## config.mk

```make
export PLATFORM = sky130hd
export DESIGN_NAME = ssc_profile_gen
export DESIGN_NICKNAME = d
export VERILOG_FILES = /design/src/rtl/ssc_pkg.sv /design/src/rtl/ssc_period_meter.sv /design/src/rtl/ssc_profile_gen.sv
export SDC_FILE = /design/constraint.sdc
export NUM_CORES = 1
export LEC_CHECK = 0
export BUFFER_PORTS_ARGS = -buffer_cell sky130_fd_sc_hd__buf_2
export CAP_MARGIN = 20
export CORE_MARGIN = 2
export CORE_UTILIZATION = 66
export CTS_CLUSTER_DIAMETER = 50
export CTS_CLUSTER_SIZE = 25
export DETAILED_ROUTE_END_ITERATION = 16
export GPL_TIMING_DRIVEN = 0
export PLACE_DENSITY = 0.87
export SLEW_MARGIN = 15
export SYNTH_ARGS = -nofsm -noshare
export SYNTH_HDL_FRONTEND = slang
export SYNTH_HIERARCHICAL = 1
export SYNTH_SLANG_ARGS = --single-unit
```

## constraint.sdc

```tcl
create_clock -name clk_in -period 12.1 [get_ports clk_in]
set_clock_uncertainty 0.15 [all_clocks]
set_input_delay 1.815 -clock clk_in [delete_from_list [all_inputs] [get_ports clk_in]]
set_output_delay 1.815 -clock clk_in [all_outputs]
set_load 0.02 [all_outputs]
```

## src/rtl/ssc_pkg.sv

```systemverilog
// Shared types and constants for the spread-spectrum profile generator.
package ssc_pkg;

  typedef enum logic [1:0] {
    IDLE  = 2'd0,
    RUN   = 2'd1,
    DRAIN = 2'd2
  } ssc_state_e;

  typedef enum logic [1:0] {
    CAL_IDLE  = 2'd0,
    CAL_ARM   = 2'd1,
    CAL_COUNT = 2'd2
  } ssc_cal_e;

  localparam logic SSC_DOWN   = 1'b0;
  localparam logic SSC_CENTER = 1'b1;

endpackage

```

## src/rtl/ssc_period_meter.sv

```systemverilog
// Measures one modulation period in clk_in cycles, boundary to boundary.
// A request outside RUN, or leaving RUN mid-measurement, reports an error.
module ssc_period_meter
  import ssc_pkg::*;
#(
  parameter int CAL_W = 24
) (
  input  logic             clk_in,
  input  logic             rst_n,
  input  logic             run,
  input  logic             boundary,
  input  logic             cal_req,
  output logic             cal_done,
  output logic             cal_err,
  output logic [CAL_W-1:0] cal_period
);

  ssc_cal_e         cal_state_q, cal_state_d;
  logic [CAL_W-1:0] count_q, count_d;
  logic [CAL_W-1:0] period_q, period_d;
  logic             done_q, done_d;
  logic             err_q, err_d;

  // Calibration state, running count and registered result
  always_ff @(posedge clk_in or negedge rst_n) begin
    if (!rst_n) begin
      cal_state_q <= CAL_IDLE;
      count_q     <= '0;
      period_q    <= '0;
      done_q      <= 1'b0;
      err_q       <= 1'b0;
    end else begin
      cal_state_q <= cal_state_d;
      count_q     <= count_d;
      period_q    <= period_d;
      done_q      <= done_d;
      err_q       <= err_d;
    end
  end

  // Arm on request, start counting at the first boundary, report at the next
  always_comb begin
    cal_state_d = cal_state_q;
    count_d     = count_q;
    period_d    = period_q;
    done_d      = 1'b0;
    err_d       = 1'b0;
    case (cal_state_q)
      CAL_IDLE: begin
        if (cal_req) begin
          if (run) begin
            cal_state_d = CAL_ARM;
          end else begin
            done_d   = 1'b1;
            err_d    = 1'b1;
            period_d = '0;
          end
        end
      end
      CAL_ARM: begin
        if (!run) begin
          cal_state_d = CAL_IDLE;
          done_d      = 1'b1;
          err_d       = 1'b1;
          period_d    = '0;
        end else if (boundary) begin
          cal_state_d = CAL_COUNT;
          count_d     = CAL_W'(1);
        end
      end
      CAL_COUNT: begin
        if (!run) begin
          cal_state_d = CAL_IDLE;
          done_d      = 1'b1;
          err_d       = 1'b1;
          period_d    = '0;
        end else if (boundary) begin
          cal_state_d = CAL_IDLE;
          done_d      = 1'b1;
          period_d    = count_q;
        end else if (count_q != '1) begin
          count_d = count_q + CAL_W'(1);
        end
      end
      default: cal_state_d = CAL_IDLE;
    endcase
  end

  assign cal_done   = done_q;
  assign cal_err    = err_q;
  assign cal_period = period_q;

endmodule

```

## src/rtl/ssc_profile_gen.sv

```systemverilog
// Spread-spectrum profile generator: triangle offset word with down/center
// spread, drain-to-zero stop, boundary-shadowed depth/step and calibration.
module ssc_profile_gen
  import ssc_pkg::*;
#(
  parameter int OFS_W = 12,
  parameter int CNT_W = 16,
  parameter int CAL_W = 24
) (
  input  logic             clk_in,
  input  logic             rst_n,
  input  logic             cfg_en,
  input  logic             cfg_center,
  input  logic [OFS_W-1:0] cfg_depth,
  input  logic [OFS_W-1:0] cfg_step,
  input  logic             cfg_load,
  output logic             cfg_ack,
  output logic [OFS_W:0]   ofs_out,
  output logic [1:0]       stat_state,
  output logic [CNT_W-1:0] period_cnt,
  input  logic             cal_req,
  output logic             cal_done,
  output logic             cal_err,
  output logic [CAL_W-1:0] cal_period
);

  ssc_state_e       state_q, state_d;
  logic [OFS_W-1:0] tri_q, tri_d;
  logic             dir_q, dir_d;
  logic [OFS_W-1:0] sh_depth_q, sh_depth_d;
  logic [OFS_W-1:0] sh_step_q, sh_step_d;
  logic             sh_center_q, sh_center_d;
  logic             load_pend_q, load_pend_d;
  logic             ack_q, ack_d;
  logic [OFS_W:0]   ofs_q, ofs_d;
  logic [CNT_W-1:0] pcnt_q, pcnt_d;

  logic [OFS_W-1:0] half;
  logic             degen;
  logic [OFS_W:0]   up_sum;
  logic [OFS_W-1:0] step_tri;
  logic             step_dir;
  logic             step_bnd;
  logic             crossed;
  logic             load_eff;
  logic             stop;
  logic             boundary;
  logic             run_now;

  // State, triangle, shadows and registered outputs
  always_ff @(posedge clk_in or negedge rst_n) begin
    if (!rst_n) begin
      state_q     <= IDLE;
      tri_q       <= '0;
      dir_q       <= 1'b1;
      sh_depth_q  <= '0;
      sh_step_q   <= '0;
      sh_center_q <= 1'b0;
      load_pend_q <= 1'b0;
      ack_q       <= 1'b0;
      ofs_q       <= '0;
      pcnt_q      <= '0;
    end else begin
      state_q     <= state_d;
      tri_q       <= tri_d;
      dir_q       <= dir_d;
      sh_depth_q  <= sh_depth_d;
      sh_step_q   <= sh_step_d;
      sh_center_q <= sh_center_d;
      load_pend_q <= load_pend_d;
      ack_q       <= ack_d;
      ofs_q       <= ofs_d;
      pcnt_q      <= pcnt_d;
    end
  end

  // One triangle step from the current shadows; the extra sum bit prevents wrap
  always_comb begin
    half     = sh_depth_q >> 1;
    degen    = (sh_depth_q == '0) || (sh_step_q == '0);
    up_sum   = {1'b0, tri_q} + {1'b0, sh_step_q};
    step_tri = tri_q;
    step_dir = dir_q;
    step_bnd = 1'b0;
    if (!degen) begin
      if (dir_q) begin
        if (up_sum >= {1'b0, sh_depth_q}) begin
          step_tri = sh_depth_q;
          step_dir = 1'b0;
        end else begin
          step_tri = up_sum[OFS_W-1:0];
        end
      end else if (tri_q <= sh_step_q) begin
        step_tri = '0;
        step_dir = 1'b1;
        step_bnd = 1'b1;
      end else begin
        step_tri = tri_q - sh_step_q;
      end
    end
    crossed = ((tri_q <= half) && (step_tri >= half)) ||
              ((tri_q >= half) && (step_tri <= half));
  end

  // Main FSM: start, run, drain to the zero point; boundary-time shadow loads
  always_comb begin
    state_d     = state_q;
    tri_d       = tri_q;
    dir_d       = dir_q;
    sh_depth_d  = sh_depth_q;
    sh_step_d   = sh_step_q;
    sh_center_d = sh_center_q;
    load_pend_d = load_pend_q;
    ack_d       = 1'b0;
    pcnt_d      = pcnt_q;
    boundary    = 1'b0;
    load_eff    = 1'b0;
    stop        = 1'b0;
    case (state_q)
      IDLE: begin
        load_pend_d = 1'b0;
        if (cfg_en) begin
          state_d     = RUN;
          sh_depth_d  = cfg_depth;
          sh_step_d   = cfg_step;
          sh_center_d = cfg_center;
          pcnt_d      = '0;
          if (cfg_center == SSC_CENTER) begin
            tri_d = cfg_depth >> 1;
            dir_d = 1'b0;
          end else begin
            tri_d = '0;
            dir_d = 1'b1;
          end
        end
      end
      RUN, DRAIN: begin
        tri_d       = step_tri;
        dir_d       = step_dir;
        boundary    = step_bnd;
        load_eff    = load_pend_q | cfg_load;
        load_pend_d = load_eff;
        // A frozen profile has no boundaries, so loads take effect at once
        if (load_eff && (step_bnd || degen)) begin
          sh_depth_d  = cfg_depth;
          sh_step_d   = cfg_step;
          ack_d       = 1'b1;
          load_pend_d = 1'b0;
        end
        if (step_bnd && (pcnt_q != '1)) begin
          pcnt_d = pcnt_q + CNT_W'(1);
        end
        if (cfg_en) begin
          state_d = RUN;
        end else begin
          stop = degen || ((sh_center_q == SSC_CENTER) ? crossed : step_bnd);
          if (stop) begin
            state_d = IDLE;
            if (sh_center_q == SSC_CENTER) begin
              tri_d = sh_depth_d >> 1;
              dir_d = 1'b0;
            end else begin
              tri_d = '0;
              dir_d = 1'b1;
            end
          end else begin
            state_d = DRAIN;
          end
        end
      end
      default: begin
        state_d = IDLE;
        tri_d   = '0;
        dir_d   = 1'b1;
      end
    endcase

    // Output mapping uses the shadows in force after this edge
    if (state_d == IDLE) begin
      ofs_d = '0;
    end else if (sh_center_d == SSC_DOWN) begin
      ofs_d = '0 - {1'b0, tri_d};
    end else begin
      ofs_d = {1'b0, tri_d} - {1'b0, sh_depth_d >> 1};
    end
  end

  assign run_now = (state_q == RUN);

  ssc_period_meter #(
    .CAL_W (CAL_W)
  ) u_meter (
    .clk_in     (clk_in),
    .rst_n      (rst_n),
    .run        (run_now),
    .boundary   (boundary),
    .cal_req    (cal_req),
    .cal_done   (cal_done),
    .cal_err    (cal_err),
    .cal_period (cal_period)
  );

  assign cfg_ack    = ack_q;
  assign ofs_out    = ofs_q;
  assign stat_state = state_q;
  assign period_cnt = pcnt_q;

endmodule

```

==> results.toml <==
[synthesis]
synthMostInstantiatedCell = "nand2_1"
synthTopCellsByArea = "dfrtp_1 31%, ha_1 10%, nand2_1 6.9%"
yosys.cell_types.count = 92
synth_area_um2 = 9807
postSynthCellCount = 1194
yosys.area.top_type = "dfrtp_1"
ys_ff_latch = 123
synth_warnings = 6
synthFlopType = "dfrtp_1"
synth_seq_area_share = 0.3140
synth_area_per_cell_um2 = 8.213
async_reset_ff_frac = 1.000
syn_nets = 1307
synth.top_cell.area_share = 0.3113
synthTopCellsByCount = "181 x nand2_1, 122 x dfrtp_1, 89 x o21ai_0"
synth_edf_count = 0

[worst_hold_path]
hold_path.class = "reg2reg"

[clock_network]
post_cts_buffers = 0
numCtsBuffers = 17
htree_levels = 4
clk_pin_slew_worst_paths_ps = 60
cts_tree = "built"
clockBufferDepth = 2
post_cts_resized = 0
hold_buffers = 0
cts_sinks = 123
clkLatencyLatePin_ps = 430
cts-root-buf = "clkbuf_16"

[final_layout]
antenna_cells = 0
nNetsFinal = 1414
syn_to_final_growth_pct = 13.14
drive_gt1_frac = 0.1530
multiInputGateArea_um2 = 6177
regArea_um2 = 3079
final.fill_count = 1107

[route]
via_per_inst = 6.502
drc = 0
wl_um = 29350
drt_iter0_drc = 1028
ant_nets = 0
post_drt_wl_per_cell_um = 19.59
dr.pass1.iters = 8
num_vias = 9740

[timing]
rsz0062_at_grt = "no"
max_slew_margin = 0.2832
max_freq_mhz = 98.98
period_minus_slack_ps = 10100
slew_viol_final = 0
worst_slew_pin_slew_ps = 1065
period_share = 0.8350
tns_ps = 0
holdWs_ps = 327.5
setup_viol = 0
finalHoldViolCount = 0

[global_routing]
use_met2 = 0.5481
grt_use_met3 = 0.07137
grt_pass1_vias = 9008
grt_remaining_overflow = 0
antenna_found_initial = 0
use_met1 = 0.5425
grt_pass1_wl_um = 46680
grt_max_degree = 81
grt-busiest-layer = "met2"
track_usage = 0.3681

[floorplan]
dieArea_um2 = 15850
dieWidth_um = 125.9
ios = 88
coreArea_um2 = 14530
initial_core_util = 0.6748
die_h_um = 125.9
rows = 44

[setup_path]
crit_family = "compound AO/OA/AOI/OAI gates"
slowest_delay_ps = 530
crit_fanout = 10
crit_slowest_cell = "dfrtp_1"
path_class = "reg2reg"
worst-path-buf-inv = 3
critPathArrivalTime_ps = 10320
cp-end-kind = "flop"
critPathMostFrequentCell = "nor2_1"
cp-start-kind = "flop"
worst_ep_required_time_ps = 12320

[placed_design]
place.gp.congestion = 1.010
hpwl_um = 21890
io_buffers = 87

[run]
cap_violations = 0

[run_status]
status = "finished clean"
[routing by layer]
metal / part of all wire / wire (µm)
met1: 0.44 / 12850
met2: 0.43 / 12730
met3: 0.10 / 2987
met4: 0.026 / 777
met5: 0 / 0
[layout by cell type, fill, tap and decap left out, types with 7 or more instances in the layout]
master,synthesis,final
mux2_2,14,14
buf_6,6,7
or3_1,9,9
nor3_1,16,15
o21a_1,21,21
clkbuf_1,36,36
nand2_1,181,181
o21ai_0,89,89
a22oi_1,13,13
a21o_1,14,14
dfrtp_1,122,122
nand4_1,18,18
a211oi_1,12,12
and2_1,11,11
and3_1,9,9
nor2b_1,15,15
clkbuf_16,0,17
a31oi_1,24,24
buf_2,12,98
nand3_1,42,42
nor4_1,11,11
nand2b_1,18,18
ha_1,80,80
mux2i_1,10,10
a21oi_1,70,70
xnor2_1,17,17
o211ai_1,19,19
nor2_1,81,81
xor2_1,16,16
inv_1,67,67
[worst paths after layout]
path,startpoint,endpoint,slack (ps),cells past startpoint
min in group asynchronous,rst_n,sh_step_q[11]$_DFFE_PN0P_,1160,1
setup reg to reg,tri_q[1]$_DFF_PN0_,ofs_out[11]$_DFF_PN0_,2000,43
hold / removal,u_meter/cal_period[18]$_DFFE_PN0P_,u_meter/cal_period[18]$_DFFE_PN0P_,330,2
hold reg to reg,u_meter/cal_period[18]$_DFFE_PN0P_,u_meter/cal_period[18]$_DFFE_PN0P_,330,2
max in group asynchronous,rst_n,u_meter/count_q[15]$_DFFE_PN0P_,9900,2
setup / recovery,tri_q[1]$_DFF_PN0_,ofs_out[11]$_DFF_PN0_,2000,43
[worst register-to-register path, delay by kind of cell (launching register included)]
kind	cells	cell delay [ps]
AO/OA/AOI/OAI	25	4990
AND/OR/NAND/NOR	10	1870
adder cells (fa/ha/maj)	4	1370
buffers and inverters	3	880
flip-flops	1	530
XOR/XNOR	1	260
[metrics by stage]
step | utilization | worst slack [ps] | cell area, µm² | std cells
finish | 0.7634 | 1997 | 11100 | 1498
global route | 0.7634 | 1525 | 11100 | 1498
CTS | 0.7631 | 2282 | 11090 | 1498
detailed placement | 0.7229 | 2340 | 10510 | 1466
global placement | 0.7206 | 2470 | 10470 | 1465
floorplan | - | 3847 | 9807 | 1194
[area by class of cell]
cell class,instances,area share
sequential,123,0.2775
tap,184,0.02075
inverter,69,0.02334
clock buffer,18,0.03958
clock inverter,14,0.01308
buffer,60,0.02673
timing repair buffer,88,0.04229
multi-input combinational,942,0.5567
[cell families after synthesis]
group | share of synthesized area
xor gates and xnor gates | 0.02947
adders and majority gates | 0.1082
DFF | 0.3140
and+or+nand+nor | 0.2289
muxes | 0.02628
AOI/OAI and AO/OA | 0.2365
buffers and inverters | 0.05665
[state kept, by name (all words and copies together), names as in the netlist, 2 cells and up]
register             cells
ofs_out                 13
period_cnt              16
sh_depth_q              12
sh_step_q               12
stat_state               2
tri_q                   12
u_meter/cal_period      24
u_meter/cal_state_q      2
u_meter/count_q         24
Power is left out: the tool's default activity adds up to more than one toggle a clock period on the data nets, which glitch-free logic cannot reach.
